===== src/rtl/rx_class_pkg.sv =====
// Shared type codes, class indices and FSM state for the receive class demux.
// Class index k equals type code k for the five legal codes; codes 5-7 are illegal.
package rx_class_pkg;

   localparam logic [2:0] TYPE_AW      = 3'd0;
   localparam logic [2:0] TYPE_AR      = 3'd1;
   localparam logic [2:0] TYPE_R       = 3'd2;
   localparam logic [2:0] TYPE_B       = 3'd3;
   localparam logic [2:0] TYPE_BARRIER = 3'd4;

   localparam int CLS_AW      = 0;
   localparam int CLS_AR      = 1;
   localparam int CLS_R       = 2;
   localparam int CLS_B       = 3;
   localparam int CLS_BARRIER = 4;
   localparam int NUM_CLS     = 5;

   typedef enum logic [1:0] {
      IDLE = 2'd0,
      FWD  = 2'd1,
      DROP = 2'd2
   } state_t;

   // Illegal codes decode to all-zero, so legality is just |onehot.
   function automatic logic [NUM_CLS-1:0] type_onehot(input logic [2:0] t);
      logic [NUM_CLS-1:0] oh;
      oh = '0;
      case (t)
         TYPE_AW:      oh[CLS_AW]      = 1'b1;
         TYPE_AR:      oh[CLS_AR]      = 1'b1;
         TYPE_R:       oh[CLS_R]       = 1'b1;
         TYPE_B:       oh[CLS_B]       = 1'b1;
         TYPE_BARRIER: oh[CLS_BARRIER] = 1'b1;
         default:      oh = '0;
      endcase
      return oh;
   endfunction

endpackage


===== src/rtl/rx_out_reg.sv =====
// One-entry valid/ready output register; latency 1, refills in the same cycle it drains.
// Holds its contents stable while the selected class_ready is low.
module rx_out_reg
   import rx_class_pkg::*;
#(
   parameter int DATA_W = 128,
   parameter int CONN_W = 4
) (
   input  logic               clk,
   input  logic               reset,
   input  logic               load,
   input  logic [NUM_CLS-1:0] in_cls,
   input  logic [CONN_W-1:0]  in_conn,
   input  logic               in_last,
   input  logic [DATA_W-1:0]  in_data,
   output logic               slot_free,
   output logic [NUM_CLS-1:0] class_valid,
   input  logic [NUM_CLS-1:0] class_ready,
   output logic [DATA_W-1:0]  dout,
   output logic               dout_last,
   output logic [CONN_W-1:0]  dout_conn
);

   typedef struct packed {
      logic [NUM_CLS-1:0] cls;
      logic [CONN_W-1:0]  conn;
      logic               last;
      logic [DATA_W-1:0]  data;
   } entry_t;

   entry_t q;

   assign slot_free   = ~(|q.cls) | (|(q.cls & class_ready));
   assign class_valid = q.cls;
   assign dout        = q.data;
   assign dout_last   = q.last;
   assign dout_conn   = q.conn;

   // load is only asserted when slot_free, so overwriting never loses a beat.
   always_ff @(posedge clk) begin
      if (reset) begin
         q <= '0;
      end else if (load) begin
         q.cls  <= in_cls;
         q.conn <= in_conn;
         q.last <= in_last;
         q.data <= in_data;
      end else if (slot_free) begin
         q.cls <= '0;
      end
   end

endmodule


===== src/rtl/rx_class_demux.sv =====
// Steers whole packets to AW/AR/R/B/BARRIER by header type; latency 1, drops illegal/disabled packets.
// rx_ready follows the output slot except for drops, which always sink; RX_STATS_EN adds counters.
module rx_class_demux
   import rx_class_pkg::*;
#(
   parameter int DATA_W   = 128,
   parameter int CONN_W   = 4,
   parameter int TYPE_LSB = DATA_W - 3,
   parameter int STAT_W   = 32
) (
   input  logic                     clk,
   input  logic                     reset,
   input  logic [(2**CONN_W)-1:0]   conn_en,
   input  logic [DATA_W-1:0]        rx_data,
   input  logic [CONN_W-1:0]        rx_connection_id,
   input  logic                     rx_last,
   input  logic                     rx_valid,
   output logic                     rx_ready,
   output logic [DATA_W-1:0]        dout,
   output logic                     dout_last,
   output logic [CONN_W-1:0]        dout_conn,
   output logic [NUM_CLS-1:0]       class_valid,
   input  logic [NUM_CLS-1:0]       class_ready,
   output logic [NUM_CLS*STAT_W-1:0] pkt_cnt,
   output logic [STAT_W-1:0]        drop_cnt
);

   state_t             state;
   logic [NUM_CLS-1:0] cls_q;
   logic [CONN_W-1:0]  conn_q;

   logic [NUM_CLS-1:0] hdr_cls;
   logic               hdr_ok;
   logic               slot_free;
   logic               accept;
   logic               hdr_acc;
   logic               load;

   assign hdr_cls = type_onehot(rx_data[TYPE_LSB +: 3]);
   assign hdr_ok  = (|hdr_cls) & conn_en[rx_connection_id];

   // A rejected header never touches the output register, so it need not wait for it.
   always_comb begin
      rx_ready = 1'b0;
      if (!reset) begin
         case (state)
            IDLE:    rx_ready = slot_free | ~hdr_ok;
            FWD:     rx_ready = slot_free;
            DROP:    rx_ready = 1'b1;
            default: rx_ready = 1'b0;
         endcase
      end
   end

   assign accept  = rx_valid & rx_ready;
   assign hdr_acc = accept & (state == IDLE);
   assign load    = (hdr_acc & hdr_ok) | (accept & (state == FWD));

   always_ff @(posedge clk) begin
      if (reset) begin
         state  <= IDLE;
         cls_q  <= '0;
         conn_q <= '0;
      end else if (accept) begin
         case (state)
            IDLE: begin
               cls_q  <= hdr_cls;
               conn_q <= rx_connection_id;
               if (!rx_last)
                  state <= hdr_ok ? FWD : DROP;
            end
            FWD, DROP: begin
               if (rx_last)
                  state <= IDLE;
            end
            default: state <= IDLE;
         endcase
      end
   end

   rx_out_reg #(
      .DATA_W (DATA_W),
      .CONN_W (CONN_W)
   ) u_out (
      .clk         (clk),
      .reset       (reset),
      .load        (load),
      .in_cls      ((state == IDLE) ? hdr_cls : cls_q),
      .in_conn     ((state == IDLE) ? rx_connection_id : conn_q),
      .in_last     (rx_last),
      .in_data     (rx_data),
      .slot_free   (slot_free),
      .class_valid (class_valid),
      .class_ready (class_ready),
      .dout        (dout),
      .dout_last   (dout_last),
      .dout_conn   (dout_conn)
   );

`ifdef RX_STATS_EN
   localparam logic [STAT_W-1:0] STAT_ONE = {{(STAT_W-1){1'b0}}, 1'b1};

   logic [STAT_W-1:0] pkt_q [NUM_CLS];
   logic [STAT_W-1:0] drop_q;

   // Counted at the header so a packet is counted once; saturate at all-ones.
   always_ff @(posedge clk) begin
      if (reset) begin
         for (int k = 0; k < NUM_CLS; k++)
            pkt_q[k] <= '0;
         drop_q <= '0;
      end else if (hdr_acc) begin
         for (int k = 0; k < NUM_CLS; k++)
            if (hdr_ok && hdr_cls[k] && (pkt_q[k] != '1))
               pkt_q[k] <= pkt_q[k] + STAT_ONE;
         if (!hdr_ok && (drop_q != '1))
            drop_q <= drop_q + STAT_ONE;
      end
   end

   always_comb begin
      pkt_cnt = '0;
      for (int k = 0; k < NUM_CLS; k++)
         pkt_cnt[k*STAT_W +: STAT_W] = pkt_q[k];
   end
   assign drop_cnt = drop_q;
`else
   assign pkt_cnt  = '0;
   assign drop_cnt = '0;
`endif

endmodule

===== config.mk =====
export PLATFORM = sky130hd
export DESIGN_NAME = rx_class_demux
export DESIGN_NICKNAME = d
export VERILOG_FILES = /design/src/rtl/rx_class_pkg.sv /design/src/rtl/rx_out_reg.sv /design/src/rtl/rx_class_demux.sv
export SDC_FILE = /design/constraint.sdc
export NUM_CORES = 1
export LEC_CHECK = 0
export ABC_AREA = 0
export BUFFER_PORTS_ARGS = -buffer_cell sky130_fd_sc_hd__buf_4
export CAP_MARGIN = 10
export CORE_AREA = 2 2 188 190
export DETAILED_ROUTE_END_ITERATION = 6
export DIE_AREA = 0 0 190 192
export HOLD_SLACK_MARGIN = 0.15
export PLACE_DENSITY = 0.52
export RECOVER_POWER = 25
export SLEW_MARGIN = 5
export SYNTH_ARGS = -nofsm -noshare
export SYNTH_HDL_FRONTEND = slang
export SYNTH_SLANG_ARGS = --single-unit

===== constraint.sdc =====
create_clock -name clk -period 2.7 [get_ports clk]
set_input_delay 0.405 -clock clk [delete_from_list [all_inputs] [get_ports clk]]
set_output_delay 0.405 -clock clk [all_outputs]
set_load 0.01 [all_outputs]

==> results.py <==
metrics = {
    "outcome": {
        "status": "completed",
    },
    "sta": {
        "whs_ns": 0.191,
        "finalSetupTns_ns": 0,
        "report.final.slew_viol_count": 0,
        "setup_viol": 0,
        "slew_headroom_pct": 51.4,
        "min_period_over_period_pct": 94.3,
        "fmax_mhz": 393,
        "hold_viol": 0,
        "period_needed_ns": 2.55,
        "fin_skew_ns": 0.00961,
        "tightest_slew_ns": 0.728,
    },
    "global_routing": {
        "track_usage_pct": 10.7,
        "grt_antenna_before_repair": 0,
        "grt_pass1_vias": 5199,
        "grt-ovfl-total": 0,
        "grt_pass1_wl_mm": 29.9,
        "grt_start_max_net_pins": 152,
    },
    "cells_and_area": {
        "final_util_pct": 31.4,
        "syn2layout_area_growth_pct": 29.4,
        "nets": 1221,
        "stdcell_area_um2": 10800,
        "drive_above_1_share_pct": 39.8,
        "antenna_cells": 0,
    },
    "worst_hold_path": {
        "hp-start": "rx_data[89]",
        "holdPathEnd": "u_out.dout[89]$_SDFFE_PP0P_",
        "holdPathStages": 2,
        "hold_class": "in2reg",
    },
    "die": {
        "die_w_um": 190,
        "io_pins": 488,
        "initial_core_util_pct": 24.2,
        "die_y_um": 192,
        "die-area_um2": 36500,
        "rows": 68,
        "fp.coreArea_um2": 34300,
    },
    "drt": {
        "vias": 5504,
        "drc": 0,
        "viasPerCell": 3.60,
        "drt-wirelength-per-cell_um": 13.4,
        "drtAntennaViolNets": 0,
        "detail_route.first_pass.iterations": 4,
        "drt-initial-drc-count": 161,
        "wirelength_mm": 20.5,
    },
    "synthesis": {
        "syn_area_um2": 8310,
        "syn_inst": 754,
        "synthArstFlopShare_pct": 0,
        "synth_edf_count": 0,
        "yosysUniqueCellTypes": 45,
        "synth_seq_cells": 149,
        "yosysSeqAreaShare_pct": 35.9,
        "syn-mean-instance-area_um2": 11.0,
        "synth_ff_type": "dfxtp_1",
        "yosysWarningCount": 0,
    },
    "pwr": {
        "power.total_w": 0.00618,
        "leakagePower_nw": 4.96,
        "powerDensity_nw_per_um2": 574,
        "vdd_drop_max_uv": 421,
    },
    "cts": {
        "cts_buffers": 17,
        "tritoncts": "done",
        "clkTransAtPathRegs_ns": 0.07,
        "clk_path_buf_depth": 2,
        "ctsHoldBuffers": 0,
        "clock_latency_ns": 0.43,
        "h-tree-depth": 4,
        "cts_num_sinks": 149,
        "root_buffer": "clkbuf_16",
    },
    "critical_path": {
        "slowest_stage": "or4_1",
        "reg2reg_from": "u_out.class_valid[1]$_SDFFE_PP0P_",
        "crit_chain": "or4_1, o211ai_1, buf_4, a21o_4, a31oi_4, nor3_2, buf_4",
        "crit_required_ns": 2.30,
        "cp_max_fo": 4,
        "cp.arrival_ns": 2.14,
        "reg2regPathDepth": 10,
        "r2r_end": "u_out.dout[111]$_SDFFE_PP0P_",
        "cpPeakStageDelay_ns": 0.50,
        "crit_path_start_kind": "flop",
        "end_kind": "output port",
        "rrSetupSlack_ns": 0.22,
        "path_common_cell": "buf_4",
        "worst-setup-path-type": "reg2out",
    },
    "placement": {
        "post-dp-hpwl_mm": 15.1,
        "place_area_um2": 10300,
        "portBuffers": 295,
        "gp_congestion": 0.716,
    },
    "run": {
        "maxCapViolCount": 0,
    },
}
layer usage:
layer	GRT usage, %	up-vias	share of wire (%)
met3	4.33	9	8.2
met2	17.2	235	49
met5	0	-	0
li1	-	2713	-
met4	3.16	0	0.92
met1	13.0	2547	42
per-stage QoR:
step | setup slack, ns | std cells
3_3_place_gp | 0.103 | 1491
5_1_grt | -0.00891 | 1528
6_report | 0.153 | 1528
4_1_cts | 0.0695 | 1525
2_1_floorplan | 0.343 | 945
3_5_place_dp | 0.0908 | 1491
critical path, delay by kind of cell (launching register included):
kind,cells,cell delay (ns)
AND/OR/NAND/NOR,2,0.70
buffers and inverters,2,0.32
flip-flops,1,0.34
AO/OA/AOI/OAI,3,0.36
power breakdown:
part	leakage (nW)	switching [W]	internal (W)	total [W]
logic	3.44	0.000534	0.000619	0.00115
clock network	0.300	0.00103	0.00156	0.00259
registers	1.21	0.0000769	0.00236	0.00243
total	4.96	0.00164	0.00454	0.00618
registers in the layout, summed over array words and instances, names as in the netlist:
register and flops:
u_out.class_valid 5, state 2, u_out.dout 128, cls_q 5, u_out.dout_conn 4, u_out.dout_last 1, conn_q 4
cell usage in the layout (no fill, tap or decap), types with 5 or more instances in the layout:
| cell type | n |
|---|---|
| mux2i_1 | 20 |
| o21ai_0 | 8 |
| dfxtp_1 | 148 |
| a21oi_1 | 11 |
| clkbuf_16 | 17 |
| nand2_1 | 10 |
| mux2_4 | 112 |
| nor2b_1 | 134 |
| buf_4 | 243 |
| inv_1 | 5 |
| clkbuf_1 | 73 |
| mux2_2 | 19 |
| nand3_1 | 7 |
| buf_12 | 10 |
| nand2b_1 | 8 |
| conb_1 | 192 |
synthesized netlist by cell type, types with 2 or more instances:
cell | count | share of area (%)
buf_12 | 11 | 2.6
mux2i_1 | 20 | 2.4
clkbuf_1 | 17 | 0.77
inv_1 | 5 | 0.23
dfxtp_1 | 149 | 36
and3_1 | 2 | 0.15
mux2_4 | 112 | 20
buf_4 | 192 | 17
buf_6 | 4 | 0.54
nand3_1 | 7 | 0.42
nand2_1 | 10 | 0.45
nor4b_1 | 2 | 0.21
a21oi_1 | 11 | 0.66
nor2b_1 | 134 | 10
nor3_1 | 3 | 0.18
and2_1 | 2 | 0.15
ha_1 | 4 | 0.60
o21bai_1 | 2 | 0.18
nand2b_1 | 8 | 0.60
o21ai_0 | 8 | 0.48
or2_2 | 3 | 0.23
buf_2 | 2 | 0.12
mux4_2 | 2 | 0.54
o211ai_1 | 2 | 0.18
nor2_1 | 4 | 0.18
mux2_2 | 19 | 2.6
what timing repair did:
action / CTS / global route
pin swaps: 1 / 3
endpoints found under the hold margin: 0 / 0
gates resized for setup: 1 / 4
endpoints found under the setup margin: 1 / 1
setup buffers: 2 / 3
cells by family (layout without fill, tap and decap cells):
family	count (synthesis)	after routing	share of synthesized area (%)
adder cells (fa/ha/maj)	4	4	0.602
flip-flops	149	149	35.9
AO/OA/AOI/OAI	32	32	2.48
AND/OR/NAND/NOR	182	182	13.5
buffers and inverters	233	361	21.7
multiplexers	153	153	25.8
other	1	192	0.0451
worst max path at each step:
stage / end / slack, ns / startpoint / cells past startpoint
after floorplan: u_out.class_valid[4]$_SDFFE_PP0P_ / 0.34 / rx_connection_id[0] / 9
after global placement: u_out.dout[76]$_SDFFE_PP0P_ / 0.10 / u_out.class_valid[1]$_SDFFE_PP0P_ / 7
after detailed placement: u_out.dout[111]$_SDFFE_PP0P_ / 0.09 / u_out.class_valid[1]$_SDFFE_PP0P_ / 8
after CTS: rx_ready / 0.07 / state[1]$_SDFFE_PP0P_ / 7
after global routing: rx_ready / -0.009 / u_out.class_valid[1]$_SDFFE_PP0P_ / 7
final: rx_ready / 0.15 / u_out.class_valid[1]$_SDFFE_PP0P_ / 7
layout make-up:
class | instances | area (um^2)
clock buffer | 19 | 433
fill | 3579 | 23500
multi-input combinational | 563 | 4270
tap | 455 | 569
inverter | 5 | 18.8
timing repair buffer | 324 | 2290
clock inverter | 13 | 195
sequential | 149 | 2980
(Power assumes the default switching activity.)
